`config.mk`:
```
export PLATFORM = sky130hd
export DESIGN_NAME = rle_pixel_decoder_flat
export DESIGN_NICKNAME = d
export VERILOG_FILES = /design/src/rtl/rle_pixel_decoder_if.sv /design/src/rtl/rle_pixel_decoder.sv /design/src/flat_wrapper.sv
export SDC_FILE = /design/constraint.sdc
export NUM_CORES = 1
export LEC_CHECK = 0
export ABC_AREA = 1
export ABC_CLOCK_PERIOD_IN_PS = 3030
export CAP_MARGIN = 20
export CORE_MARGIN = 2
export CORE_UTILIZATION = 35
export CTS_BUF_LIST = sky130_fd_sc_hd__clkbuf_8 sky130_fd_sc_hd__clkbuf_16
export CTS_CLUSTER_SIZE = 20
export DETAILED_ROUTE_END_ITERATION = 10
export PLACE_DENSITY = 0.52
export SYNTH_ARGS = -nofsm -noshare
export SYNTH_HDL_FRONTEND = slang
export SYNTH_SLANG_ARGS = --single-unit
```
`constraint.sdc`:
```
create_clock -name clk -period 3.03 [get_ports clk]
set_clock_uncertainty 0.2 [all_clocks]
set_input_delay 0.4545 -clock clk [delete_from_list [all_inputs] [get_ports clk]]
set_output_delay 0.4545 -clock clk [all_outputs]
set_load 0.02 [all_outputs]
```
`src/rtl/rle_pixel_decoder_if.sv`:
```
// Token handshake bundle between the flash stream and the RLE pixel decoder.
interface rle_pixel_decoder_if #(
  parameter int unsigned DATA_W = 16
);
  logic [DATA_W-1:0] in_data;
  logic              in_valid;
  logic              in_ready;

  modport master (output in_data, output in_valid, input in_ready);
  modport slave  (input in_data, input in_valid, output in_ready);
endinterface

```
`src/rtl/rle_pixel_decoder.sv`:
```
// Run-length pixel decoder: prefetch FIFO of run/colour tokens expanded into per-pixel colour.
// Optional feature macro RLE_AUDIO_EN: control tokens (run 0, colour != 0) update pwm_sample.
module rle_pixel_decoder #(
  parameter int unsigned COLOUR_BITS = 6,
  parameter int unsigned RUN_BITS    = 10,
  parameter int unsigned FIFO_DEPTH  = 4
) (
  input  logic                   clk,
  input  logic                   rst,
  rle_pixel_decoder_if.slave     bus,
  input  logic                   next_frame,
  input  logic                   next_pixel,
  output logic                   stream_start,
  output logic                   stream_stop,
  output logic [COLOUR_BITS-1:0] colour,
  output logic                   underflow,
  output logic [COLOUR_BITS-1:0] pwm_sample
);

  localparam int unsigned DATA_W = RUN_BITS + COLOUR_BITS;
  localparam int unsigned AW     = $clog2(FIFO_DEPTH);
  localparam int unsigned PTR_W  = AW + 1;

  typedef enum logic [1:0] {IDLE, RUN, STOPPED} state_e;

  state_e                 state_q, state_d;
  logic [RUN_BITS-1:0]    count_q, count_d;
  logic [COLOUR_BITS-1:0] colour_d;
  logic                   start_d, stop_d, underflow_d;
  logic [PTR_W-1:0]       wr_ptr_q, rd_ptr_q;
  logic [DATA_W-1:0]      mem [FIFO_DEPTH];

  logic                   empty, full, ready_c, push, pop, flush, eval;
  logic [DATA_W-1:0]      head;
  logic [RUN_BITS-1:0]    head_run;
  logic [COLOUR_BITS-1:0] head_col;

  // Extra pointer bit distinguishes full from empty when the indices match.
  assign empty    = (wr_ptr_q == rd_ptr_q);
  assign full     = (wr_ptr_q[AW] != rd_ptr_q[AW]) && (wr_ptr_q[AW-1:0] == rd_ptr_q[AW-1:0]);
  assign head     = mem[rd_ptr_q[AW-1:0]];
  assign head_run = head[DATA_W-1:COLOUR_BITS];
  assign head_col = head[COLOUR_BITS-1:0];

  assign ready_c      = (state_q == RUN) && !next_frame && !full;
  assign bus.in_ready = ready_c;
  assign push         = bus.in_valid && ready_c;

`ifdef RLE_AUDIO_EN
  logic [COLOUR_BITS-1:0] pwm_d;
`endif

  always_comb begin
    state_d     = state_q;
    count_d     = count_q;
    colour_d    = colour;
    start_d     = 1'b0;
    stop_d      = 1'b0;
    underflow_d = 1'b0;
    pop         = 1'b0;
    flush       = 1'b0;
    eval        = 1'b0;
`ifdef RLE_AUDIO_EN
    pwm_d       = pwm_sample;
`endif
    case (state_q)
      IDLE, STOPPED: begin
        if (next_frame) begin
          state_d = RUN;
          start_d = 1'b1;
          flush   = 1'b1;
          count_d = '0;
        end
      end
      RUN: begin
        if (next_frame) begin
          start_d = 1'b1;
          flush   = 1'b1;
          count_d = '0;
        end else begin
          // A run ending this cycle hands over to a resident token with no bubble.
          if (next_pixel && (count_q != '0)) begin
            count_d = count_q - RUN_BITS'(1);
            eval    = (count_q == RUN_BITS'(1)) && !empty;
          end else if (count_q == '0) begin
            if (!empty)          eval        = 1'b1;
            else if (next_pixel) underflow_d = 1'b1;
          end
          if (eval) begin
            pop = 1'b1;
            if (head_run != '0) begin
              count_d  = head_run;
              colour_d = head_col;
            end else if (head_col == '0) begin
              state_d  = STOPPED;
              stop_d   = 1'b1;
              colour_d = '0;
            end else begin
`ifdef RLE_AUDIO_EN
              pwm_d = head_col;
`endif
            end
          end
        end
      end
      default: state_d = IDLE;
    endcase
  end

  always_ff @(posedge clk) begin
    if (rst) begin
      state_q      <= IDLE;
      count_q      <= '0;
      colour       <= '0;
      stream_start <= 1'b0;
      stream_stop  <= 1'b0;
      underflow    <= 1'b0;
      wr_ptr_q     <= '0;
      rd_ptr_q     <= '0;
    end else begin
      state_q      <= state_d;
      count_q      <= count_d;
      colour       <= colour_d;
      stream_start <= start_d;
      stream_stop  <= stop_d;
      underflow    <= underflow_d;
      if (flush) begin
        wr_ptr_q <= '0;
        rd_ptr_q <= '0;
      end else begin
        if (push) wr_ptr_q <= wr_ptr_q + PTR_W'(1);
        if (pop)  rd_ptr_q <= rd_ptr_q + PTR_W'(1);
      end
    end
  end

  // FIFO storage carries no reset; occupancy is defined by the pointers alone.
  always_ff @(posedge clk) begin
    if (push) mem[wr_ptr_q[AW-1:0]] <= bus.in_data;
  end

`ifdef RLE_AUDIO_EN
  always_ff @(posedge clk) begin
    if (rst) pwm_sample <= '0;
    else     pwm_sample <= pwm_d;
  end
`else
  assign pwm_sample = '0;
`endif

endmodule
```
`src/flat_wrapper.sv`:
```
// flat-port wrapper written by rule: the top's interface ports become plain ports
module rle_pixel_decoder_flat 
#(
  parameter int unsigned COLOUR_BITS = 6,
  parameter int unsigned RUN_BITS    = 10,
  parameter int unsigned FIFO_DEPTH  = 4
)
  (clk, rst, next_frame, next_pixel, stream_start, stream_stop, colour, underflow, pwm_sample, bus_in_data, bus_in_valid, bus_in_ready);
  rle_pixel_decoder_if bus_i ();
  input  logic clk;
  input  logic rst;
  input  logic next_frame;
  input  logic next_pixel;
  output logic stream_start;
  output logic stream_stop;
  output logic [COLOUR_BITS-1:0] colour;
  output logic underflow;
  output logic [COLOUR_BITS-1:0] pwm_sample;
  input wire logic [$bits(bus_i.in_data)-1:0] bus_in_data;
  input wire logic [$bits(bus_i.in_valid)-1:0] bus_in_valid;
  output wire logic [$bits(bus_i.in_ready)-1:0] bus_in_ready;
  assign bus_i.in_data = bus_in_data;
  assign bus_i.in_valid = bus_in_valid;
  assign bus_in_ready = bus_i.in_ready;
  rle_pixel_decoder #(.COLOUR_BITS(COLOUR_BITS), .RUN_BITS(RUN_BITS), .FIFO_DEPTH(FIFO_DEPTH)) u_core (.clk(clk), .rst(rst), .bus(bus_i), .next_frame(next_frame), .next_pixel(next_pixel), .stream_start(stream_start), .stream_stop(stream_stop), .colour(colour), .underflow(underflow), .pwm_sample(pwm_sample));
endmodule
```
Word-level counts from Yosys, hierarchy flattened
Memory sizes are Yosys's and may differ from the RTL's. A register that Yosys moved wholly into a read port is not among the register bits.
Index checks and enable logic that the tools add are counted.
- $add $sub $neg: 3
- equal/unequal tests: 11
- multiplexer cells: 30
- bitwise operators: 5
- reduce and logical (&&, ||, !) cells: 24
- operator list (kind ; number):
    two-way mux 10 bit ; 5
    one-hot mux 10 bit (2 select lines) ; 1
    nonzero test 10 bit ; 2
    two-way mux 1 bit ; 14
    two-way mux 2 bit ; 7
    two-way mux 6 bit ; 2
    == test 10 x 1 -> 1 bit, second input constant ; 1
    zero test 10 bit ; 1
    != test 2 bit, second input constant ; 5
    subtractor 10 x 1 -> 10 bit, second input constant ; 1
    adder 3 x 1 -> 3 bit, second input constant ; 2
    logical AND 1 bit ; 6
    zero test 6 bit ; 1
    OR reduction 6 bit ; 1
    NOT 1 bit ; 5
    AND reduction 5 bit ; 1
    OR reduction 5 bit ; 1
    one-hot mux 2 bit (2 select lines) ; 1
    AND reduction 4 bit ; 1
    nonzero test 2 bit ; 2
    OR reduction 2 bit ; 2
    == test 3 bit ; 1
    zero test 1 bit ; 3
    OR reduction 3 bit ; 1
    other kinds (6) ; 6
- flip-flop bits (word level): 27
- bits in writable memories: 64
- input port bits: 21
- output and inout port bits: 16
- logic and storage cells: 82
- memories kept: 1
- memories (name ; words ; width ; read ports ; clocked after Yosys merged registers in ; wr ports ; RTL line ; text):
    u_core.mem ; 4 ; 16 ; 1 ; 1 ; 1 ; rle_pixel_decoder.sv:31 ; logic [DATA_W-1:0] mem [FIFO_DEPTH];

Logic depth before layout (Yosys ltp)
Gate-level depths: netlist of the first run.
- word-level depth: 11
- depth in mapped cells: 13
- mapped depth without buffers: 13

Worst setup path before layout of the first run
OpenSTA, ideal clock, no wires.
- kind: register -> register
- from: register u_core.state_q[0]
- to: memory u_core.mem[3][0], enable pin
- library setup time: 391 ps
- arrival time: 1885 ps
- required time: 2439 ps
- setup slack: 554 ps
- stages on the path, launching flop included: 9
- buffers on the path: 0
- period minus slack after synthesis: 2476 ps
- cells stage by stage: dfxtp_1 > inv_1 > nor2_1 > inv_1 > nor2_2 > nand2_1 > inv_1 > nand2_1 > nor2_1
- longest elaborated chain between the ends: 6
- RTL lines (element ; RTL line ; text):
    start: declaration ; rle_pixel_decoder.sv:26 ; state_e state_q, state_d;
    start signal: assignment ; rle_pixel_decoder.sv:121 ; state_q <= state_d;
    == test 2 x 1 -> 1 bit ; rle_pixel_decoder.sv:45 ; assign ready_c = (state_q == RUN) && !next_frame && !full;
    logical AND 1 bit (2 in series) ; rle_pixel_decoder.sv:45 ;
    via bus_in_ready ; flat_wrapper.sv:21 ; output wire logic [$bits(bus_i.in_ready)-1:0] bus_in_ready;
    logical AND 1 bit ; rle_pixel_decoder.sv:47 ; assign push = bus.in_valid && ready_c;
    two-way mux 1 bit ; rle_pixel_decoder.sv:139 ; if (push) mem[wr_ptr_q[AW-1:0]] <= bus.in_data;
    two-way mux 1 bit (not written as such) ; rle_pixel_decoder.sv:139 ;
    end: declaration ; rle_pixel_decoder.sv:31 ;
The timed path passes the listed nets, and every way through them passes these cells.

Worst setup path after layout of the first run
- from: register u_core.state_q[0]
- to: output port bus_in_ready
- longest elaborated chain between the ends: 3
- RTL lines (element ; RTL line):
    == test 2 x 1 -> 1 bit ; rle_pixel_decoder.sv:45
    logical AND 1 bit (2 in series) ; rle_pixel_decoder.sv:45
    end: declaration ; flat_wrapper.sv:21
No other way between the ends.

==> metrics.txt, run 1 <==
clock sink total=93; crit path time final=2.54 ns; sequential share of the synthesized area=0.593; Post-synth top cells=nand2_1 (143), nand3_1 (72), edfxtp_1 (64), dfxtp_1 (29), nor2_1 (26); first-pass detailed-route iteration total=4; ys async rst share=0; R2R Setup Slk=0.65 ns; leakage power=1.96 nW; Synth Register Bits=93; Layout area overhead=18.2%; Core Box Area=11900 um2; Post-CTS Resized=0; Placer Congestion=0.765; max-slew violations=0; Max VDD drop=0.269 mV; DIE HEIGHT=114 um; Post-CTS Setup Inserts=0; most frequent cell on the critical path=inv_1; HP Class=register to register; Filler cells=1201; CTS H-tree depth=3; HPWL after DPL=5850 um; fmax=394 MHz; Fin. Hold Viols=0; row cnt=40; post-synth top area cell=edfxtp_1; area used by multi-input combinational logic=1490 um2; number of synthesized flops with an enable pin=64; Synth Flop Type=edfxtp_1; CTS hold repair buffers=0; Sequential Area=2500 um2; TritonCTS clock tree=built; max cap viols=0; Worst EP arrival=1.89 ns; NumNets Final=517; share of cells above drive strength 1=0.0729; top cell type's share of synthesized area=0.455; vias in the first global route=2868; CTS Buf Count=9; largest family of logic cells by synthesized area=simple AND/OR/NAND/NOR gates; Tightest Pin Transition=0.586 ns; grt total ovfl=0; fraction of synthesized area in multiplexers=0; Tot GR Track Use=0.146; Initial Util=0.355; initial antenna violation count=0; total DRC errors in the routed layout=0; count of final setup violators=0; Synth cell types=28; port bufs=30; die width=114 um; hold path cells=2; largest net degree at the start of global routing=35; Cell Area, Synth=4220 um2; Detail Route Antenna Nets=0; # diodes=0; crit path launch type=register; routed vias=3048; CP Max Fanout=3; result of the run=finished clean; I/O pin cnt=37; Worst-path clk slew=0.07 ns; Yosys Warn Count=0; clk buf depth=2; Synth Area in Compound Gates=0.0439; Post-Synth XOR/XNOR Area=0.0228; CP endpoint kind=output pin; RR Endpoint=u_core.count_q[0]; average wire per standard cell=13.9 um; Syn Area/Cell=9.26 um2; Post-Route WL=8900 um; first-pass GRT wire length=14700 um; Worst path max stage delay=0.60 ns; count leader, synth=nand2_1; RSZ-0062 raised after global routing=false; hold path startpoint=u_core.colour[5]; Fin Setup TNS=0 ns; worst r2r path cells=10; top post-synthesis cells by area=edfxtp_1 (46%), dfxtp_1 (14%), nand2_1 (13%); total power=2.80 mW; Clock Root Buffer=clkbuf_16; WP data required=2.38 ns; critical path cell sequence=inv_1, nor2_1, inv_1, nor2_2, nand2_1, inv_1, clkdlybuf4s50_1; Power Density=562 nW/um2; Adder-Cell Fraction of Synth Area=0.0207; Worst slew margin=0.609; DRC marker count from the first detailed-route iteration=193; Clk Latency, worst-skew pair=0.34 ns; Tcrit/Tclk final=0.838; Synth Area in Simple Gates=0.261; sink of the worst hold path=u_core.colour[5]; Synth Instances=456; DR vias/cell=4.76; crit path kind=register to output pin; crit path max-delay cell type=clkdlybuf4s50_1; die area=13000 um2
layout make-up:
class | instances | area share
Inverter | 30 | 0.0226
Timing Repair Buffer | 39 | 0.0737
Tap cell | 147 | 0.0368
Clock inverter | 7 | 0.0213
Multi-Input combinational cell | 316 | 0.299
Clock buffer | 9 | 0.0451
Sequential cell | 93 | 0.501
per-layer routing:
layer | track usage | part of all wire | vias up
met1 | 0.201 | 0.50 | 1425
li1 | - | - | 1572
met3 | 0.0266 | 0.027 | 6
met5 | 0 | 0 | -
met4 | 0.0528 | 0.011 | 0
met2 | 0.232 | 0.46 | 45
placed cells by master (no fill, tap or decap), types with 2 or more instances in the layout:
cell | Yosys | final
a21oi_1 | 20 | 20
buf_4 | 7 | 9
bufinv_16 | 0 | 3
clkbuf_16 | 0 | 9
clkdlybuf4s50_1 | 0 | 30
conb_1 | 1 | 6
dfxtp_1 | 29 | 29
edfxtp_1 | 64 | 64
ha_1 | 7 | 7
inv_1 | 24 | 26
inv_2 | 6 | 6
nand2_1 | 143 | 143
nand2_2 | 2 | 2
nand3_1 | 72 | 72
nand3b_1 | 3 | 3
nor2_1 | 26 | 26
nor2_2 | 2 | 2
nor2_4 | 2 | 2
nor3_1 | 3 | 3
o211ai_1 | 2 | 2
o21ai_0 | 12 | 12
o21ai_1 | 2 | 2
xnor2_1 | 3 | 3
xor2_1 | 8 | 8
worst max-delay path by stage:
stage	startpoint	cells past startpoint	slack, ns	to
after floorplan	u_core.state_q[0]	8	0.55	u_core.mem[3][0]
after global placement	next_frame	5	0.56	bus_in_ready
after detailed placement	next_frame	5	0.54	bus_in_ready
after CTS	u_core.state_q[0]	7	0.48	bus_in_ready
after global routing	u_core.state_q[0]	7	0.37	bus_in_ready
final	u_core.state_q[0]	7	0.49	bus_in_ready
sequential cells by signal, summed over array words and instances (netlist names), named ones only:
register             count
u_core.rd_ptr_q          3
u_core.stream_stop       1
u_core.count_q          10
u_core.colour            6
u_core.wr_ptr_q          3
u_core.state_q           2
u_core.stream_start      1
u_core.mem              64
u_core.underflow         1
power breakdown:
group	switching, mW	total [mW]	internal, mW
combinational	0.109	0.177	0.0680
sequential	0.00729	1.38	1.37
clock	0.456	1.25	0.796
worst max-delay path: cells and delay by family (launching register included):
| family | cells | cell delay (ns) |
|---|---|---|
| AND/OR/NAND/NOR | 3 | 0.40 |
| buffers and inverters | 4 | 0.81 |
| flip-flops | 1 | 0.34 |
metrics by stage:
step / hold WS, ns / worst slack (ns) / area (um2) / util / cells
after detailed placement: 0.280 / 0.545 / 4660 / 0.391 / 625
after global routing: 0.304 / 0.373 / 4990 / 0.419 / 641
final: 0.284 / 0.490 / 4990 / 0.419 / 641
after floorplan: 0.263 / 0.554 / 4240 / - / 461
after CTS: 0.288 / 0.481 / 4990 / 0.419 / 641
after global placement: 0.275 / 0.565 / 4660 / 0.391 / 625
kinds of logic after synthesis:
kind of cell,after synthesis
fa+ha+maj,7
other cells,1
xor+xnor,11
buf+inv,52
simple gates,256
compound gates,36
flops,93
Power figures use the tool's default switching activity.
==> run 2, diff against run 1 <==
ABC_CLOCK_PERIOD_IN_PS = 2100   (was 3030)
PLACE_DENSITY = 0.54   (was 0.52)
clock period = 2.1 ns   (was 3.03 ns; I/O delays follow)
==> run 2 against run 1 <==
Compared with the run above:
- non-clock buffer count grew 19
- die area is the same
- clock power increased by 16%
- design area increased by 4.9%
- core utilization grew 2.0 points
- sequential share of layout area decreased by 2.2 points
- hold slack gained 0.0087 ns
==> metrics.txt, run 2 (same netlist as run 1, synthesis figures left out) <==
count of final setup violators=0; Power Density=709 nW/um2; most frequent cells in the layout=nand2_1 (137), nand3_1 (71), edfxtp_1 (64); Core Box Area=11900 um2; die area=13000 um2; commonest non-fill, non-tap cell in the layout=nand2_1; die width=114 um; Fin Setup TNS=0 ns; NumNets Final=536; port bufs=30; largest net degree at the start of global routing=31; crit path launch type=register; Clock Root Buffer=clkbuf_16; TritonCTS clock tree=built; Placer Congestion=0.764; HPWL after DPL=5940 um; initial antenna violation count=0; Max VDD drop=0.534 mV; HP Class=register to register; Tcrit/Tclk final=0.944; routed vias=3045; fmax=505 MHz; post-route insts no fill=660; Tot GR Track Use=0.146; Detail Route Antenna Nets=0; max-slew violations=0; I/O pin cnt=37; average wire per standard cell=13.4 um; Initial Util=0.355; CP endpoint kind=register; first-pass detailed-route iteration total=4; worst r2r path cells=12; DIE HEIGHT=114 um; clock sink total=93; Post-Route WL=8850 um; Clk Latency, worst-skew pair=0.34 ns; Layout area overhead=24.0%; hold path cells=2; max cap viols=0; crit path time final=1.98 ns; crit path kind=register to register; vias in the first global route=3024; result of the run=finished clean; CTS Buf Count=9; row cnt=40; Worst-path clk slew=0.06 ns; DR vias/cell=4.61; WP data required=2.17 ns; # diodes=0; total DRC errors in the routed layout=0; Fin. Hold Viols=0; max reg flops=64; Fin Hold WS=0.293 ns; Worst EP arrival=2.05 ns; first-pass GRT wire length=14700 um; CTS H-tree depth=3; placed cells=642; CP Max Fanout=4; share of cells above drive strength 1=0.146; leakage power=2.04 nW; clk buf depth=2; DRC marker count from the first detailed-route iteration=192; grt total ovfl=0
==> run 2: final cells by class <==
type	instances	area (um2)
clock inverters	7	42.5
multi-input cells	316	1570
well taps	147	184
inverters	30	120
repair buffers	58	584
fillers	1144	6680
clock buffers	9	225
flip-flops and latches	93	2510
==> run 2: layer usage <==
metal	GRT usage	vias up	wire length, um
met4	0.0341	0	28
met3	0.0436	2	270
met1	0.190	1386	4350
met2	0.242	49	4200
met5	0	-	0
li1	-	1608	-
==> run 2: timing repair <==
item	4_1_cts	5_1_grt
setup buffers	0	2
setup endpoints to repair	1	20
gates resized for setup	1	26
endpoints found under the hold margin	0	0
pin swaps	0	5
hold buffers	0	0
==> run 2: path summary, 6_finish.rpt <==
| kind | slack [ns] | startpoint | endpoint |
|---|---|---|---|
| setup / recovery | 0.12 | u_core.count_q[0] | u_core.rd_ptr_q[2] |
| hold / removal | 0.29 | u_core.rd_ptr_q[2] | u_core.rd_ptr_q[2] |
| setup reg to reg | 0.12 | u_core.count_q[0] | u_core.rd_ptr_q[2] |
| hold reg to reg | 0.29 | u_core.rd_ptr_q[2] | u_core.rd_ptr_q[2] |
==> run 2: worst max-delay path, cell delays in order (launching register included) <==
cell and delay [ns]:
dfxtp_4 0.37, inv_2 0.08, ha_4 0.14, nand2_2 0.08, nor2_4 0.12, nand2_2 0.07, nand2_1 0.09, nand2_2 0.08
nor2_4 0.17, buf_4 0.15, nand2_1 0.06, or2_0 0.19, a21oi_1 0.11
==> run 2: report_power, final <==
group,internal (mW),switching (mW)
Clock,0.793,0.657
Combinational,0.117,0.165
Sequential,1.97,0.0100
Total,2.88,0.831
==> run 2: stage by stage <==
step           setup slack, ns  cell area (um2)  power (mW)  utilization
3_3_place_gp           -0.0247             4880        2.29        0.410
6_report                 0.118             5240        3.71        0.439
2_1_floorplan           -0.140             4260        2.19            -
4_1_cts                0.00650             5140        3.75        0.432
5_1_grt                -0.0256             5240        3.88        0.439
3_5_place_dp           -0.0743             4880        2.29        0.410
==> run 3, diff against run 2 <==
CAP_MARGIN = 15   (was 20)
GPL_ROUTABILITY_DRIVEN = 0   (was unset)
==> results of run 3 <==
Final layout, timing and power as in run 2 (identical DEF).
